<file path="src/rtl/uart_rx_oversampled_if.sv">
// uart_rx_oversampled_if: serial line and baud tick in, received word out.
// master = receiver (reads rx/sample_tick, drives word and flags);
// slave = line driver and word consumer.
interface uart_rx_oversampled_if #(
  parameter int DBITS = 8
);
  logic             rx;
  logic             sample_tick;
  logic [DBITS-1:0] data_out;
  logic             data_valid;
  logic             framing_error;
  logic             parity_error;

  modport master (
    input  rx,
    input  sample_tick,
    output data_out,
    output data_valid,
    output framing_error,
    output parity_error
  );

  modport slave (
    output rx,
    output sample_tick,
    input  data_out,
    input  data_valid,
    input  framing_error,
    input  parity_error
  );
endinterface

</file>
<file path="src/rtl/uart_rx_oversampled.sv">
// uart_rx_oversampled: 16x oversampled UART receiver, optional parity.
// Ports: clk_100MHz, reset (async, active-high), bus (master modport):
//   rx, sample_tick in; data_out, data_valid, framing_error,
//   parity_error out. data_valid is a one-clock strobe per frame.
module uart_rx_oversampled #(
  parameter int DBITS   = 8,
  parameter int SB_TICK = 16,
  parameter int PARITY  = 0
) (
  input  logic                   clk_100MHz,
  input  logic                   reset,
  uart_rx_oversampled_if.master  bus
);

  typedef enum logic [2:0] {
    IDLE,
    START,
    DATA,
    PAR,
    STOP
  } state_t;

  localparam logic [2:0] NLAST = 3'(DBITS - 1);
  localparam logic [5:0] SLAST = 6'(SB_TICK - 1);

  state_t           state_q, state_d;
  logic [1:0]       sync_q;
  logic             rx_s;
  logic             tick;
  logic [5:0]       s_q, s_d;
  logic [2:0]       n_q, n_d;
  logic [DBITS-1:0] b_q, b_d;
  logic             p_q, p_d;
  logic             pb_q, pb_d;
  logic [DBITS-1:0] dout_q, dout_d;
  logic             dv_q, dv_d;
  logic             fe_q, fe_d;
  logic             pe_q, pe_d;
  logic             pe_calc;

  assign rx_s = sync_q[1];
  assign tick = bus.sample_tick;

  // p accumulates data ones; pb is the received parity bit.
  always_comb begin
    if (PARITY == 1) begin
      pe_calc = ~(p_q ^ pb_q);
    end else if (PARITY == 2) begin
      pe_calc = p_q ^ pb_q;
    end else begin
      pe_calc = 1'b0;
    end
  end

  always_ff @(posedge clk_100MHz or posedge reset) begin
    if (reset) begin
      sync_q  <= 2'b11;
      state_q <= IDLE;
      s_q     <= '0;
      n_q     <= '0;
      b_q     <= '0;
      p_q     <= 1'b0;
      pb_q    <= 1'b0;
      dout_q  <= '0;
      dv_q    <= 1'b0;
      fe_q    <= 1'b0;
      pe_q    <= 1'b0;
    end else begin
      sync_q  <= {sync_q[0], bus.rx};
      state_q <= state_d;
      s_q     <= s_d;
      n_q     <= n_d;
      b_q     <= b_d;
      p_q     <= p_d;
      pb_q    <= pb_d;
      dout_q  <= dout_d;
      dv_q    <= dv_d;
      fe_q    <= fe_d;
      pe_q    <= pe_d;
    end
  end

  always_comb begin
    state_d = state_q;
    s_d     = s_q;
    n_d     = n_q;
    b_d     = b_q;
    p_d     = p_q;
    pb_d    = pb_q;
    dout_d  = dout_q;
    fe_d    = fe_q;
    pe_d    = pe_q;
    dv_d    = 1'b0;
    unique case (state_q)
      IDLE: begin
        // A tick in this cycle is deliberately not counted.
        if (!rx_s) begin
          s_d     = '0;
          state_d = START;
        end
      end
      START: begin
        if (tick) begin
          if (s_q == 6'd7) begin
            if (!rx_s) begin
              s_d     = '0;
              n_d     = '0;
              p_d     = 1'b0;
              state_d = DATA;
            end else begin
              state_d = IDLE;
            end
          end else begin
            s_d = s_q + 6'd1;
          end
        end
      end
      DATA: begin
        if (tick) begin
          if (s_q == 6'd15) begin
            b_d = {rx_s, b_q[DBITS-1:1]};
            p_d = p_q ^ rx_s;
            s_d = '0;
            if (n_q == NLAST) begin
              state_d = (PARITY != 0) ? PAR : STOP;
            end else begin
              n_d = n_q + 3'd1;
            end
          end else begin
            s_d = s_q + 6'd1;
          end
        end
      end
      PAR: begin
        if (tick) begin
          if (s_q == 6'd15) begin
            pb_d    = rx_s;
            s_d     = '0;
            state_d = STOP;
          end else begin
            s_d = s_q + 6'd1;
          end
        end
      end
      STOP: begin
        // Leaving mid stop bit lets a back-to-back start be seen.
        if (tick) begin
          if (s_q == SLAST) begin
            dout_d  = b_q;
            fe_d    = ~rx_s;
            pe_d    = pe_calc;
            dv_d    = 1'b1;
            state_d = IDLE;
          end else begin
            s_d = s_q + 6'd1;
          end
        end
      end
      default: state_d = IDLE;
    endcase
  end

  assign bus.data_out      = dout_q;
  assign bus.data_valid    = dv_q;
  assign bus.framing_error = fe_q;
  assign bus.parity_error  = pe_q;

endmodule

</file>
<file path="src/flat_wrapper.sv">
// flat-port wrapper written by rule: the top's interface ports become plain ports
module uart_rx_oversampled_flat 
#(
  parameter int DBITS   = 8,
  parameter int SB_TICK = 16,
  parameter int PARITY  = 0
)
  (clk_100MHz, reset, bus_rx, bus_sample_tick, bus_data_out, bus_data_valid, bus_framing_error, bus_parity_error);
  uart_rx_oversampled_if #(.DBITS(DBITS)) bus_i ();
  input  logic clk_100MHz;
  input  logic reset;
  input wire logic [$bits(bus_i.rx)-1:0] bus_rx;
  input wire logic [$bits(bus_i.sample_tick)-1:0] bus_sample_tick;
  output wire logic [$bits(bus_i.data_out)-1:0] bus_data_out;
  output wire logic [$bits(bus_i.data_valid)-1:0] bus_data_valid;
  output wire logic [$bits(bus_i.framing_error)-1:0] bus_framing_error;
  output wire logic [$bits(bus_i.parity_error)-1:0] bus_parity_error;
  assign bus_i.rx = bus_rx;
  assign bus_i.sample_tick = bus_sample_tick;
  assign bus_data_out = bus_i.data_out;
  assign bus_data_valid = bus_i.data_valid;
  assign bus_framing_error = bus_i.framing_error;
  assign bus_parity_error = bus_i.parity_error;
  uart_rx_oversampled #(.DBITS(DBITS), .SB_TICK(SB_TICK), .PARITY(PARITY)) u_core (.clk_100MHz(clk_100MHz), .reset(reset), .bus(bus_i));
endmodule
</file>
<file path="config.mk">
export PLATFORM = sky130hd
export DESIGN_NAME = uart_rx_oversampled_flat
export DESIGN_NICKNAME = d
export VERILOG_FILES = /design/src/rtl/uart_rx_oversampled_if.sv /design/src/rtl/uart_rx_oversampled.sv /design/src/flat_wrapper.sv
export SDC_FILE = /design/constraint.sdc
export NUM_CORES = 1
export LEC_CHECK = 0
export ABC_AREA = 1
export BUFFER_PORTS_ARGS = -buffer_cell sky130_fd_sc_hd__buf_4
export CORE_UTILIZATION = 40
export DETAILED_ROUTE_END_ITERATION = 7
export PLACE_DENSITY = 0.66
export SYNTH_ARGS = -nofsm -noshare
export SYNTH_HDL_FRONTEND = slang
export SYNTH_SLANG_ARGS = --single-unit
</file>
<file path="constraint.sdc">
create_clock -name clk_100MHz -period 3.3 [get_ports clk_100MHz]
set_input_delay 0.66 -clock clk_100MHz [delete_from_list [all_inputs] [get_ports clk_100MHz]]
set_output_delay 0.66 -clock clk_100MHz [all_outputs]
set_load 0.005 [all_outputs]
</file>
# Word-level counts from Yosys, hierarchy flattened

Cells that the tools add are included.

Output and inout bits: 11
Bits in registers: 32
Input port bits: 4

Reductions and logical operators: 9
Muxes and demuxes: 30
Equality and inequality tests: 21
$add $sub $neg: 2
Bitwise operators: 1

Operators with widths:

| operator                                              | count |
|---|---|
| two-way mux 3 bit                                     | 16 |
| two-way mux 6 bit                                     | 7 |
| one-hot mux 6 bit (4 select lines)                    | 1 |
| inequality test 2 bit, second input constant          | 8 |
| one-hot mux 3 bit (5 select lines)                    | 1 |
| inequality test 2 x 1 -> 1 bit, second input constant | 6 |
| AND reduction 10 bit                                  | 1 |
| AND reduction 7 bit                                   | 1 |
| adder 6 x 1 -> 6 bit, second input constant           | 1 |
| == test 3 x 2 -> 1 bit, second input constant         | 2 |
| == test 3 bit, second input constant                  | 2 |
| == test 6 x 3 -> 1 bit, second input constant         | 1 |
| == test 6 x 4 -> 1 bit, second input constant         | 1 |
| one-hot mux 3 bit (2 select lines)                    | 1 |
| AND reduction 3 bit                                   | 2 |
| AND reduction 5 bit                                   | 1 |
| nonzero test 4 bit                                    | 1 |
| adder 3 x 1 -> 3 bit, second input constant           | 1 |
| == test 3 x 1 -> 1 bit, second input constant         | 1 |
| logical NOT 3 bit                                     | 1 |
| two-way mux 1 bit                                     | 3 |
| two-way mux 2 bit                                     | 1 |
| nonzero test 2 bit                                    | 1 |
| OR reduction 2 bit                                    | 1 |
| inverter 1 bit                                        | 1 |

# Logic depth before layout (Yosys ltp)

Depth in word-level cells: 5
Depth in mapped cells: 10
Mapped depth without buffers: 10

# Least setup slack after synthesis

OpenSTA, ideal clock, no wires.

Path type: register to register
Start: reg u_core.s_q[0]
End: reg u_core.n_q[0]
Setup time: 0.116 ns
Buffers on the path: 0
Arrival: 1.266 ns
Required time: 3.184 ns
Stages on the path, launching flop included: 11
Period minus slack after synthesis: 1.383 ns
Path slack: 1.917 ns
Cell sequence: dfrtp_1 ha_1 nand2_1 inv_1 nand3_1 nand2_1 nand2_1 nor2_2 nand2_1 nand2_1 nand2_1

Cells in the longest elaborated chain, start to end: 3
Elaborated cells between the ends (all ways): 5

RTL lines:

| item                                                                    | RTL line                                               | RTL |
|---|---|---|
| start, declared                                                         | uart_rx_oversampled.sv:30                              | `logic [5:0] s_q, s_d;` |
| start signal, assigned                                                  | uart_rx_oversampled.sv:59                              | `s_q <= '0;` |
| start signal, assigned                                                  | uart_rx_oversampled.sv:71                              | `s_q <= s_d;` |
| == test 6 x 4 -> 1 bit / == test 6 x 3 -> 1 bit (equally long branches) | uart_rx_oversampled.sv:120, uart_rx_oversampled.sv:104 |  |
| inequality test 2 x 1 -> 1 bit (no source line)                         | -                                                      |  |
| AND reduction 7 bit (no source line) (*)                                | -                                                      |  |
| end signal, assigned                                                    | uart_rx_oversampled.sv:72                              | `n_q <= n_d;` |
| end, declared                                                           | uart_rx_oversampled.sv:31                              | `logic [2:0] n_q, n_d;` |

Mark *: on every way between the ends. The rest lies on a longest branch, timed or not.
A chain may end at the register's enable or synchronous reset.

# Worst setup path after layout

Start: reg u_core.s_q[0]
End: reg u_core.n_q[1]

The elaborated chain is that of the path after synthesis.

==> results.py <==
metrics = {
    "logic_synthesis": {
        "synth_cells": 218,
        "synthFlopType": "dfrtp_1",
        "synthTopCellsByCount": "78 x nand2_1, 30 x dfrtp_1, 24 x inv_1",
        "ys_types": 25,
        "synth_fp_nets": 225,
        "yosys.area.top_type": "dfrtp_1",
        "synthTopCellsByArea": "dfrtp_1 42%, nand2_1 16%, o21ai_2 7.9%",
        "synthArstFlopShare_pct": 100,
        "ys_seq_elements": 32,
        "synth_area_per_cell_um2": 8.18,
        "syn_area_mm2": 0.00178,
        "yosysMostFrequentCell": "nand2_1",
        "synth_edf_count": 0,
        "yosysWarnings": 0,
        "ys_seq_area_share_pct": 45.0,
        "synth_top_area_share_pct": 42.1,
    },
    "worst_setup_path": {
        "path_class": "register to register",
        "crit_start": "u_core.s_q[0]",
        "reg2reg_depth": 10,
        "cp.required_ns": 3.47,
        "r2r-start": "u_core.s_q[0]",
        "cp-end-kind": "register",
        "crit_arrival_ns": 1.78,
        "timing.rr.end": "u_core.n_q[1]",
        "r2r_slack_ns": 1.69,
        "cp_max_fo": 4,
        "crit_path_start_kind": "register",
    },
    "flow_run": {
        "drv_cap": 0,
    },
    "clock_network": {
        "clk_latency_ns": 0.28,
        "cts_sinks": 32,
        "htreeDepth": 2,
        "root_buffer": "clkbuf_8",
        "postCtsSetupBuffers": 0,
        "clkTransAtPathRegs_ns": 0.07,
        "tritoncts": "built",
        "hold_buffers": 0,
        "cts_buffer_depth": 2,
        "numCtsBuffers": 5,
        "post_cts_resized": 0,
    },
    "placement": {
        "io_buffers": 13,
        "dpl.hpwl_um": 2370,
        "place.gp.congestion": 0.931,
        "placed_area_mm2": 0.00192,
        "dp_slack_ns": 1.72,
    },
    "power": {
        "finalPower_uw": 1130,
        "p_clk_share_pct": 25.0,
        "sw_frac_of_total_pct": 38.8,
        "seq_power_share_pct": 41.4,
        "power_switching_uw": 440,
        "ir_worst_vdd_mv": 0.190,
        "power.density_mw_per_mm2": 565,
        "intPower_uw": 692,
        "pwr-share-comb_pct": 33.6,
        "p_leak_uw": 0.00104,
    },
    "floorplanning": {
        "die-area_mm2": 0.00473,
        "die_w_um": 68.8,
        "io_pins": 15,
        "rows": 23,
        "core_mm2": 0.00414,
        "start_util_pct": 43.1,
        "die_h_um": 68.8,
    },
    "route": {
        "drtIter0Drc": 102,
        "drt-total-wl_um": 3180,
        "num_vias": 1378,
        "drc": 0,
        "drt_pass1_iterations": 4,
        "vias_per_cell": 4.80,
        "ant_nets": 0,
        "wl_per_cell_um": 11.1,
    },
    "finish": {
        "fill_cells": 417,
        "final_layout_size_suffix_gt1_share_pct": 23.6,
        "syn_to_final_growth_pct": 12.3,
        "regArea_um2": 803,
        "final_area_mm2": 0.00200,
        "multiInputGateArea_um2": 853,
        "nets": 243,
        "n_antenna_cell": 0,
    },
    "min_path": {
        "min_path_cells": 0,
        "hp-class": "register to register",
        "min_from": "u_core.sync_q[0]",
        "hold_end": "u_core.sync_q[1]",
    },
    "sta": {
        "setup_tns_ns": 0,
        "timing.final.crit_share_pct": 48.9,
        "finalMaxSlewViolations": 0,
        "grt_setup_unrepaired": "false",
        "finalSetupViolations": 0,
        "hold_viol_final": 0,
        "fin_ws_ns": 1.69,
        "clock_skew_ns": 0.00660,
        "fmax_mhz": 620,
        "fin_crit_ns": 1.61,
    },
    "grt": {
        "gr-total-overflow": 0,
        "grt_max_degree": 33,
        "grt_pass1_vias": 1267,
        "antenna_found_initial": 0,
        "grt_usage_pct": 15.7,
        "grt_pass1_wl_um": 5410,
    },
    "run_status": {
        "status": "finished, final reports clean",
    },
}
metal layers:
layer	vias to the layer above	global-route usage, %	wire, µm
met2	33	23.9	1440
met5	-	0	0
met1	623	20.1	1530
li1	715	-	-
met3	7	3.95	138
met4	0	9.18	65
flip-flops by register name (all words and copies together), names as in the netlist:
name / count
u_core.s_q: 6
u_core.bus.data_out: 8
u_core.bus.data_valid: 1
u_core.sync_q: 2
u_core.bus.framing_error: 1
u_core.state_q: 3
u_core.n_q: 3
u_core.b_q: 8
worst max-delay path, cell delays in order, from the launching register on:
cell	delay [ns]
dfrtp_1	0.39
ha_1	0.28
nand2_1	0.08
inv_1	0.08
nand3_1	0.10
nand2_1	0.10
nand2_1	0.08
nor2_2	0.15
nand2_1	0.12
nand2_1	0.07
nand2_1	0.05
how the worst max path moves through the flow:
stage | endpoint | slack, ns | cells past startpoint
6_report | u_core.n_q[1] | 1.69 | 10
5_1_grt | u_core.n_q[1] | 1.48 | 10
4_1_cts | u_core.n_q[1] | 1.70 | 10
3_5_place_dp | u_core.s_q[1] | 1.72 | 8
3_3_place_gp | u_core.s_q[0] | 1.72 | 8
2_1_floorplan | u_core.n_q[0] | 1.92 | 10
through the flow:
stage               util [%]  cells  hold WS, ns
detailed placement      46.4    279        0.348
floorplan                  -    218        0.345
global route            48.3    287        0.358
finish                  48.3    287        0.356
global placement        46.4    279        0.346
CTS                     48.3    287        0.357
layout make-up:
type	instances	area share, %
timing repair buffer	14	5.25
clock inverter	1	0.250
inverter	26	4.87
tap	50	3.12
multi-input combinational	157	42.6
sequential	32	40.1
clock buffer	7	3.81
power groups by stage:
stage / sequential, µW / clock, µW / combinational [µW]
detailed placement: 476 / 0 / 380
global placement: 475 / 0 / 378
finish: 469 / 283 / 380
global route: 475 / 309 / 434
floorplan: 466 / 0 / 307
CTS: 469 / 291 / 381
cells in the final DEF (no fill, tap or decap), types with 2 or more instances in the layout:
cell,netlist,routed
nand3_2,2,2
dfstp_2,2,2
nand2_2,5,5
buf_4,1,14
nand2_1,78,78
ha_1,3,3
nor2_2,2,2
nand3b_1,2,2
nand4_1,2,2
nand3_1,16,16
a21oi_1,4,4
nand3_4,3,3
dfrtp_1,30,30
inv_2,2,2
inv_1,24,24
clkbuf_8,0,5
o21ai_0,2,2
o21ai_2,16,16
clkbuf_1,0,2
nor2_1,15,15
xor2_1,2,2
cell families (layout without fill, tap and decap cells):
logic type / count (synthesis) / after routing / synth area share (%)
compound gates: 23 / 23 / 10.0
buf+inv: 29 / 48 / 7.15
simple gates: 128 / 128 / 34.5
other cells: 1 / 1 / 0.210
xor+xnor: 2 / 2 / 0.982
flops: 32 / 32 / 45.0
fa+ha+maj: 3 / 3 / 2.10
Power figures use the tool's default switching activity.
